[src/rtl/tff_seq_ctrl_if.sv]
// Command handshake between a control master and the T flip-flop sequencer.
// The master drives the command fields and abort; the sequencer answers with cmd_ready.
interface tff_seq_ctrl_if #(
  parameter int WIDTH = 4,
  parameter int CNT_W = 8
);
  logic             cmd_valid;
  logic             cmd_ready;
  logic [1:0]       cmd_op;
  logic [WIDTH-1:0] cmd_mask;
  logic [CNT_W-1:0] cmd_len;
  logic             abort;

  modport master (
    output cmd_valid, cmd_op, cmd_mask, cmd_len, abort,
    input  cmd_ready
  );

  modport slave (
    input  cmd_valid, cmd_op, cmd_mask, cmd_len, abort,
    output cmd_ready
  );
endinterface

[src/rtl/tff_seq_ctrl.sv]
// Sequencer driving the T inputs of an external T flip-flop bank from its Q feedback.
// Each step is one PULSE cycle (pattern on t_out) followed by one GAP cycle (t_out = 0).
module tff_seq_ctrl #(
  parameter int WIDTH = 4,
  parameter int CNT_W = 8
) (
  input  logic             clk,
  input  logic             rst_n,
  tff_seq_ctrl_if.slave    cmd,
  input  logic [WIDTH-1:0] q_fb,
  output logic [WIDTH-1:0] t_out,
  output logic             busy,
  output logic             done,
  output logic             aborted
);

  typedef enum logic [1:0] {
    OP_TOGGLE = 2'b00,
    OP_COUNT  = 2'b01,
    OP_CLEAR  = 2'b10,
    OP_SET    = 2'b11
  } op_e;

  typedef enum logic [1:0] {
    S_IDLE  = 2'b00,
    S_PULSE = 2'b01,
    S_GAP   = 2'b10,
    S_DONE  = 2'b11
  } state_e;

  state_e           state_q, state_d;
  op_e              op_q, op_d;
  logic [WIDTH-1:0] mask_q, mask_d;
  logic [CNT_W-1:0] steps_q, steps_d;
  logic [WIDTH-1:0] t_out_q, t_out_d;
  logic             busy_q, busy_d;
  logic             done_q, done_d;
  logic             aborted_q, aborted_d;
  logic             ready_q, ready_d;

  // Toggle pattern for one step, derived from the bank's present Q value.
  function automatic logic [WIDTH-1:0] step_pattern(input op_e op,
                                                    input logic [WIDTH-1:0] mask,
                                                    input logic [WIDTH-1:0] q);
    logic [WIDTH-1:0] p;
    p = '0;
    case (op)
      OP_TOGGLE: p = mask;
      OP_CLEAR:  p = q & mask;
      OP_SET:    p = ~q & mask;
      OP_COUNT: begin
        // Ripple-carry increment: bit i flips when every lower bit is one.
        p[0] = 1'b1;
        for (int i = 1; i < WIDTH; i++) begin
          p[i] = p[i-1] & q[i-1];
        end
      end
      default: p = '0;
    endcase
    return p;
  endfunction

  always_comb begin
    // NOTE: every variable gets a default before the case so no path leaves it
    // unassigned; an unassigned path in always_comb would infer a latch.
    state_d   = state_q;
    op_d      = op_q;
    mask_d    = mask_q;
    steps_d   = steps_q;
    t_out_d   = '0;
    aborted_d = 1'b0;

    case (state_q)
      S_IDLE: begin
        if (cmd.cmd_valid && ready_q) begin
          op_d   = op_e'(cmd.cmd_op);
          mask_d = cmd.cmd_mask;
          if (op_d == OP_COUNT) begin
            steps_d = cmd.cmd_len;
          end else begin
            steps_d = CNT_W'(1);
          end
          if (steps_d == '0) begin
            state_d = S_DONE;
          end else begin
            state_d = S_PULSE;
            t_out_d = step_pattern(op_d, mask_d, q_fb);
          end
        end
      end

      S_PULSE: begin
        // The pulse already on t_out still lands in the bank on this edge.
        if (cmd.abort) begin
          state_d   = S_DONE;
          aborted_d = 1'b1;
        end else begin
          state_d = S_GAP;
        end
      end

      S_GAP: begin
        if (cmd.abort) begin
          state_d   = S_DONE;
          aborted_d = 1'b1;
        end else begin
          steps_d = steps_q - CNT_W'(1);
          if (steps_d == '0) begin
            state_d = S_DONE;
          end else begin
            state_d = S_PULSE;
            t_out_d = step_pattern(op_q, mask_q, q_fb);
          end
        end
      end

      S_DONE: begin
        state_d = S_IDLE;
      end

      default: begin
        state_d = S_IDLE;
      end
    endcase

    // Status outputs are registered versions of what the next state implies.
    done_d  = (state_d == S_DONE);
    busy_d  = (state_d != S_IDLE);
    ready_d = (state_d == S_IDLE);
  end

  // NOTE: the command registers are reset along with the state so that nothing
  // downstream ever observes X after reset; they are few flops, not a memory.
  always_ff @(posedge clk or negedge rst_n) begin
    if (!rst_n) begin
      state_q   <= S_IDLE;
      op_q      <= OP_TOGGLE;
      mask_q    <= '0;
      steps_q   <= '0;
      t_out_q   <= '0;
      busy_q    <= 1'b0;
      done_q    <= 1'b0;
      aborted_q <= 1'b0;
      ready_q   <= 1'b1;
    end else begin
      // NOTE: non-blocking assignments so every flop samples pre-edge values,
      // independent of statement order.
      state_q   <= state_d;
      op_q      <= op_d;
      mask_q    <= mask_d;
      steps_q   <= steps_d;
      t_out_q   <= t_out_d;
      busy_q    <= busy_d;
      done_q    <= done_d;
      aborted_q <= aborted_d;
      ready_q   <= ready_d;
    end
  end

  assign cmd.cmd_ready = ready_q;
  assign t_out         = t_out_q;
  assign busy          = busy_q;
  assign done          = done_q;
  assign aborted       = aborted_q;

endmodule

[src/flat_wrapper.sv]
// flat-port wrapper written by rule: the top's interface ports become plain ports
module tff_seq_ctrl_flat 
#(
  parameter int WIDTH = 4,
  parameter int CNT_W = 8
)
  (clk, rst_n, q_fb, t_out, busy, done, aborted, cmd_cmd_valid, cmd_cmd_op, cmd_cmd_mask, cmd_cmd_len, cmd_abort, cmd_cmd_ready);
  tff_seq_ctrl_if #(.WIDTH(WIDTH), .CNT_W(CNT_W)) cmd_i ();
  input  logic clk;
  input  logic rst_n;
  input  logic [WIDTH-1:0] q_fb;
  output logic [WIDTH-1:0] t_out;
  output logic busy;
  output logic done;
  output logic aborted;
  input wire logic [$bits(cmd_i.cmd_valid)-1:0] cmd_cmd_valid;
  input wire logic [$bits(cmd_i.cmd_op)-1:0] cmd_cmd_op;
  input wire logic [$bits(cmd_i.cmd_mask)-1:0] cmd_cmd_mask;
  input wire logic [$bits(cmd_i.cmd_len)-1:0] cmd_cmd_len;
  input wire logic [$bits(cmd_i.abort)-1:0] cmd_abort;
  output wire logic [$bits(cmd_i.cmd_ready)-1:0] cmd_cmd_ready;
  assign cmd_i.cmd_valid = cmd_cmd_valid;
  assign cmd_i.cmd_op = cmd_cmd_op;
  assign cmd_i.cmd_mask = cmd_cmd_mask;
  assign cmd_i.cmd_len = cmd_cmd_len;
  assign cmd_i.abort = cmd_abort;
  assign cmd_cmd_ready = cmd_i.cmd_ready;
  tff_seq_ctrl #(.WIDTH(WIDTH), .CNT_W(CNT_W)) u_core (.clk(clk), .rst_n(rst_n), .cmd(cmd_i), .q_fb(q_fb), .t_out(t_out), .busy(busy), .done(done), .aborted(aborted));
endmodule
[config.mk]
export PLATFORM = sky130hd
export DESIGN_NAME = tff_seq_ctrl_flat
export DESIGN_NICKNAME = d
export VERILOG_FILES = /design/src/rtl/tff_seq_ctrl_if.sv /design/src/rtl/tff_seq_ctrl.sv /design/src/flat_wrapper.sv
export SDC_FILE = /design/constraint.sdc
export NUM_CORES = 1
export LEC_CHECK = 0
export ABC_CLOCK_PERIOD_IN_PS = 4200
export CELL_PAD_IN_SITES_DETAIL_PLACEMENT = 1
export CELL_PAD_IN_SITES_GLOBAL_PLACEMENT = 1
export CORE_AREA = 2 2 62 69
export CTS_CLUSTER_DIAMETER = 100
export DETAILED_ROUTE_END_ITERATION = 10
export DIE_AREA = 0 0 64 71
export HOLD_SLACK_MARGIN = 0.06
export PLACE_DENSITY_LB_ADDON = 0.1
export SYNTH_ARGS = -nofsm -noshare
export SYNTH_HDL_FRONTEND = slang
export SYNTH_SLANG_ARGS = --single-unit
[constraint.sdc]
create_clock -name clk -period 4.2 [get_ports clk]
set_clock_uncertainty 0.05 [all_clocks]
set_input_delay 0.42 -clock clk [delete_from_list [all_inputs] [get_ports clk]]
set_output_delay 0.42 -clock clk [all_outputs]
set_load 0.02 [all_outputs]
==> summary.txt <==
Worst setup path
  – R2R depth: 7
  – Critical path peak fanout: 23
  – Launch point of the worst reg-to-reg path: u_core.state_q[0]
  – FF-to-FF setup slack: 1.79 ns
  – Req. time, crit path: 4.32 ns
  – Worst path arrival time: 2.53 ns
  – Critical path type: reg -> reg
  – Crit. End Element: flop
  – Capturing point of the worst reg2reg path: u_core.steps_q[0]
  – Worst setup path startpoint: u_core.state_q[0]
  – Worst setup path endpoint: u_core.steps_q[0]
  – Crit start category: flop

Place
  – Area post-placement: 0.00184 mm2
  – Dpl cells: 244
  – Setup Slack @ Placement: 1.78 ns
  – Post-DP HPWL: 3.19 mm
  – Number of I/O port buffers: 29
  – Routability Congestion: 0.871

Route
  – Drt drc: 0
  – DR WL/cell: 16.7 um
  – Initial drt markers: 72
  – Post-DRT Antenna Nets: 0
  – Pre-Repair DR Iteration Count: 4
  – Vias: 1,403
  – Routed WL: 4.13 mm
  – Vias per inst: 5.66

Clock network
  – Htree depth: 1
  – Clock tree buffer depth: 2
  – Sink Count: 24
  – Clock root cell: clkbuf_8
  – Hold buffer count at cts: 0
  – Post_cts resized: 0
  – CTS tree: built
  – TritonCTS Buffers: 3
  – CTS clk-pin slew, worst paths: 0.09 ns
  – Post-CTS Setup Bufs: 0
  – Worst-skew pair later-pin latency: 0.26 ns

Die
  – DIE AREA: 0.00454 mm2
  – Core area: 0.00387 mm2
  – IO Count: 30
  – # rows: 24
  – Initial Util: 0.392
  – Die Wd: 64 um
  – Die height: 71 um

Yosys
  – Area leader, netlist: dfrtp_1
  – Mapped Nets: 199
  – YS warnings: 0
  – Simple-Gate Fraction of Synth Area: 0.173
  – Mean Syn Cell Area: 8.83 um2
  – Compound-Gate Fraction of Synth Area: 0.270
  – Most common library cells after synthesis: o21ai_0 (25), dfrtp_1 (23), nand2_1 (16)
  – Largest family of logic cells by synthesized area: compound AO/OA/AOI/OAI gates
  – Ys async rst share: 1.00
  – Number of flops mapped to enable cells by yosys: 0
  – Sequential area share after synthesis: 0.396
  – Post-synth top flop: dfrtp_1
  – Cells after Synth: 172
  – Post-Synth Adder-Cell Area: 0.0412
  – Post-synth top area share: 0.379
  – Mapped Area: 0.00152 mm2
  – Mux cell area share after synthesis: 0.0437
  – Synth Area in XOR/XNOR: 0.0231
  – Synth top area cells: dfrtp_1 (38%), o21ai_0 (8.2%), a21oi_1 (4.3%), ha_1 (4.1%), nand2_1 (4.0%)
  – Synth unique cells: 40
  – Yosys reg bits: 24
  – Top-count cell post-synth: o21ai_0

Global route
  – Most Used Layer, Global Route: met2
  – Grt met1 use: 0.223
  – Met2 usage: 0.363
  – Vias in the first global route: 1,517
  – Tot GR Track Use: 0.193
  – Grt met3 use: 0.0334
  – First-pass GRT wire length: 6.97 mm
  – Initial antenna violation count: 0
  – Grt total ovfl: 0
  – Largest net degree at the start of global routing: 25

Timing
  – Relative slew slack: 0.253
  – Final hold violation count: 0
  – Fin. max-slew vios: 0
  – Setup ws final: 1.79 ns
  – Final setup vio count: 0
  – Tmin final: 2.41 ns
  – RSZ-0062 raised after global routing: false
  – Fmax: 415 MHz
  – Final period util: 0.574
  – Worst slew pin tran: 1.12 ns
  – Total Neg Setup Slack: 0 ns

Worst hold path
  – Worst min path class: reg -> reg

Layout
  – Post-route insts no fill: 248
  – Layout net count: 224
  – Layout area overhead: 24.7%
  – Fillers: 460
  – Ant diodes: 0
  – Post-route cell area: 0.00189 mm2
  – Layout cell share with drive strength beyond 1: 0.0714

Power
  – PD cells: 660 mW/mm2
  – Leak pwr: 0.760 nW
  – Max VDD drop: 0.283 mV

Run status
  – Outcome: finished clean

Flow run
  – Max cap viols: 0
==> worst max-delay path, stage by stage (launching register included) <==
cell     delay [ns]
dfrtp_1        0.41
inv_1          0.11
ha_1           0.70
nor2_1         0.15
a211o_1        0.50
nor3b_1        0.26
a21oi_1        0.06
o31ai_1        0.08
==> flip-flops by register name, summed over array words and instances, names as in the netlist <==
| register | cells |
|---|---|
| u_core.cmd.cmd_ready | 1 |
| u_core.state_q | 2 |
| u_core.aborted | 1 |
| u_core.busy | 1 |
| u_core.t_out | 4 |
| u_core.op_q | 2 |
| u_core.done | 1 |
| u_core.mask_q | 4 |
| u_core.steps_q | 8 |
==> per-layer routing <==
layer  up-vias  routed length [um]
met3         2                 140
met4         0                  19
met5         -                   0
li1        676                   -
met1       700                1740
met2        25                2230
==> cells by family after synthesis <==
logic type | Yosys count
simple gates | 49
mux | 6
compound gates | 63
fa+ha+maj | 5
flops | 24
xor+xnor | 4
buf+inv | 21
==> layout by cell type, fill, tap and decap left out, types with 2 or more instances in the layout <==
| master | instances |
|---|---|
| o21ai_0 | 25 |
| dfrtp_1 | 23 |
| ha_1 | 5 |
| inv_1 | 12 |
| and2_1 | 2 |
| nand3_1 | 3 |
| mux2_2 | 5 |
| nor3_1 | 2 |
| nor2_1 | 7 |
| a32o_1 | 4 |
| o31ai_1 | 3 |
| a21oi_1 | 13 |
| nand2b_1 | 2 |
| clkdlybuf4s50_1 | 29 |
| xnor2_1 | 3 |
| o22ai_1 | 5 |
| nor3b_1 | 5 |
| nand2_1 | 16 |
| nand3b_1 | 3 |
| a22o_1 | 3 |
| nor4_1 | 4 |
| a21o_1 | 2 |
| clkbuf_8 | 4 |
==> stage by stage <==
| stage | power [mW] | utilization | hold WS [ns] |
|---|---|---|---|
| floorplan | 0.896 | - | 0.0744 |
| global placement | 1.07 | 0.475 | 0.464 |
| detailed placement | 1.10 | 0.475 | 0.471 |
| CTS | 1.26 | 0.489 | 0.490 |
| global route | 1.36 | 0.489 | 0.514 |
| finish | 1.25 | 0.489 | 0.481 |
==> worst min path at each step <==
stage,from,endpoint,slack [ns],depth (start not counted)
final,u_core.mask_q[3],u_core.mask_q[3],0.48,1
after global placement,u_core.mask_q[3],u_core.mask_q[3],0.46,1
after floorplan,rst_n,u_core.aborted,0.07,0
after global routing,u_core.mask_q[1],u_core.mask_q[1],0.51,1
after detailed placement,u_core.mask_q[3],u_core.mask_q[3],0.47,1
after CTS,u_core.mask_q[3],u_core.mask_q[3],0.49,1
==> power by group <==
group	switching, mW	internal, mW	total [mW]
Clock	0.0746	0.0836	0.158
Combinational	0.375	0.288	0.663
Sequential	0.0958	0.333	0.429
Total	0.545	0.705	1.25
==> cell type report <==
cell class	count	area [um2]	share of cell area
clock buffer	4	55.1	0.0291
inverter	12	45.0	0.0238
multi-input combinational	127	837	0.442
sequential	24	602	0.318
tap	52	65.1	0.0343
timing repair buffer	29	290	0.153
No activity file was read; power rests on OpenSTA's default activity.
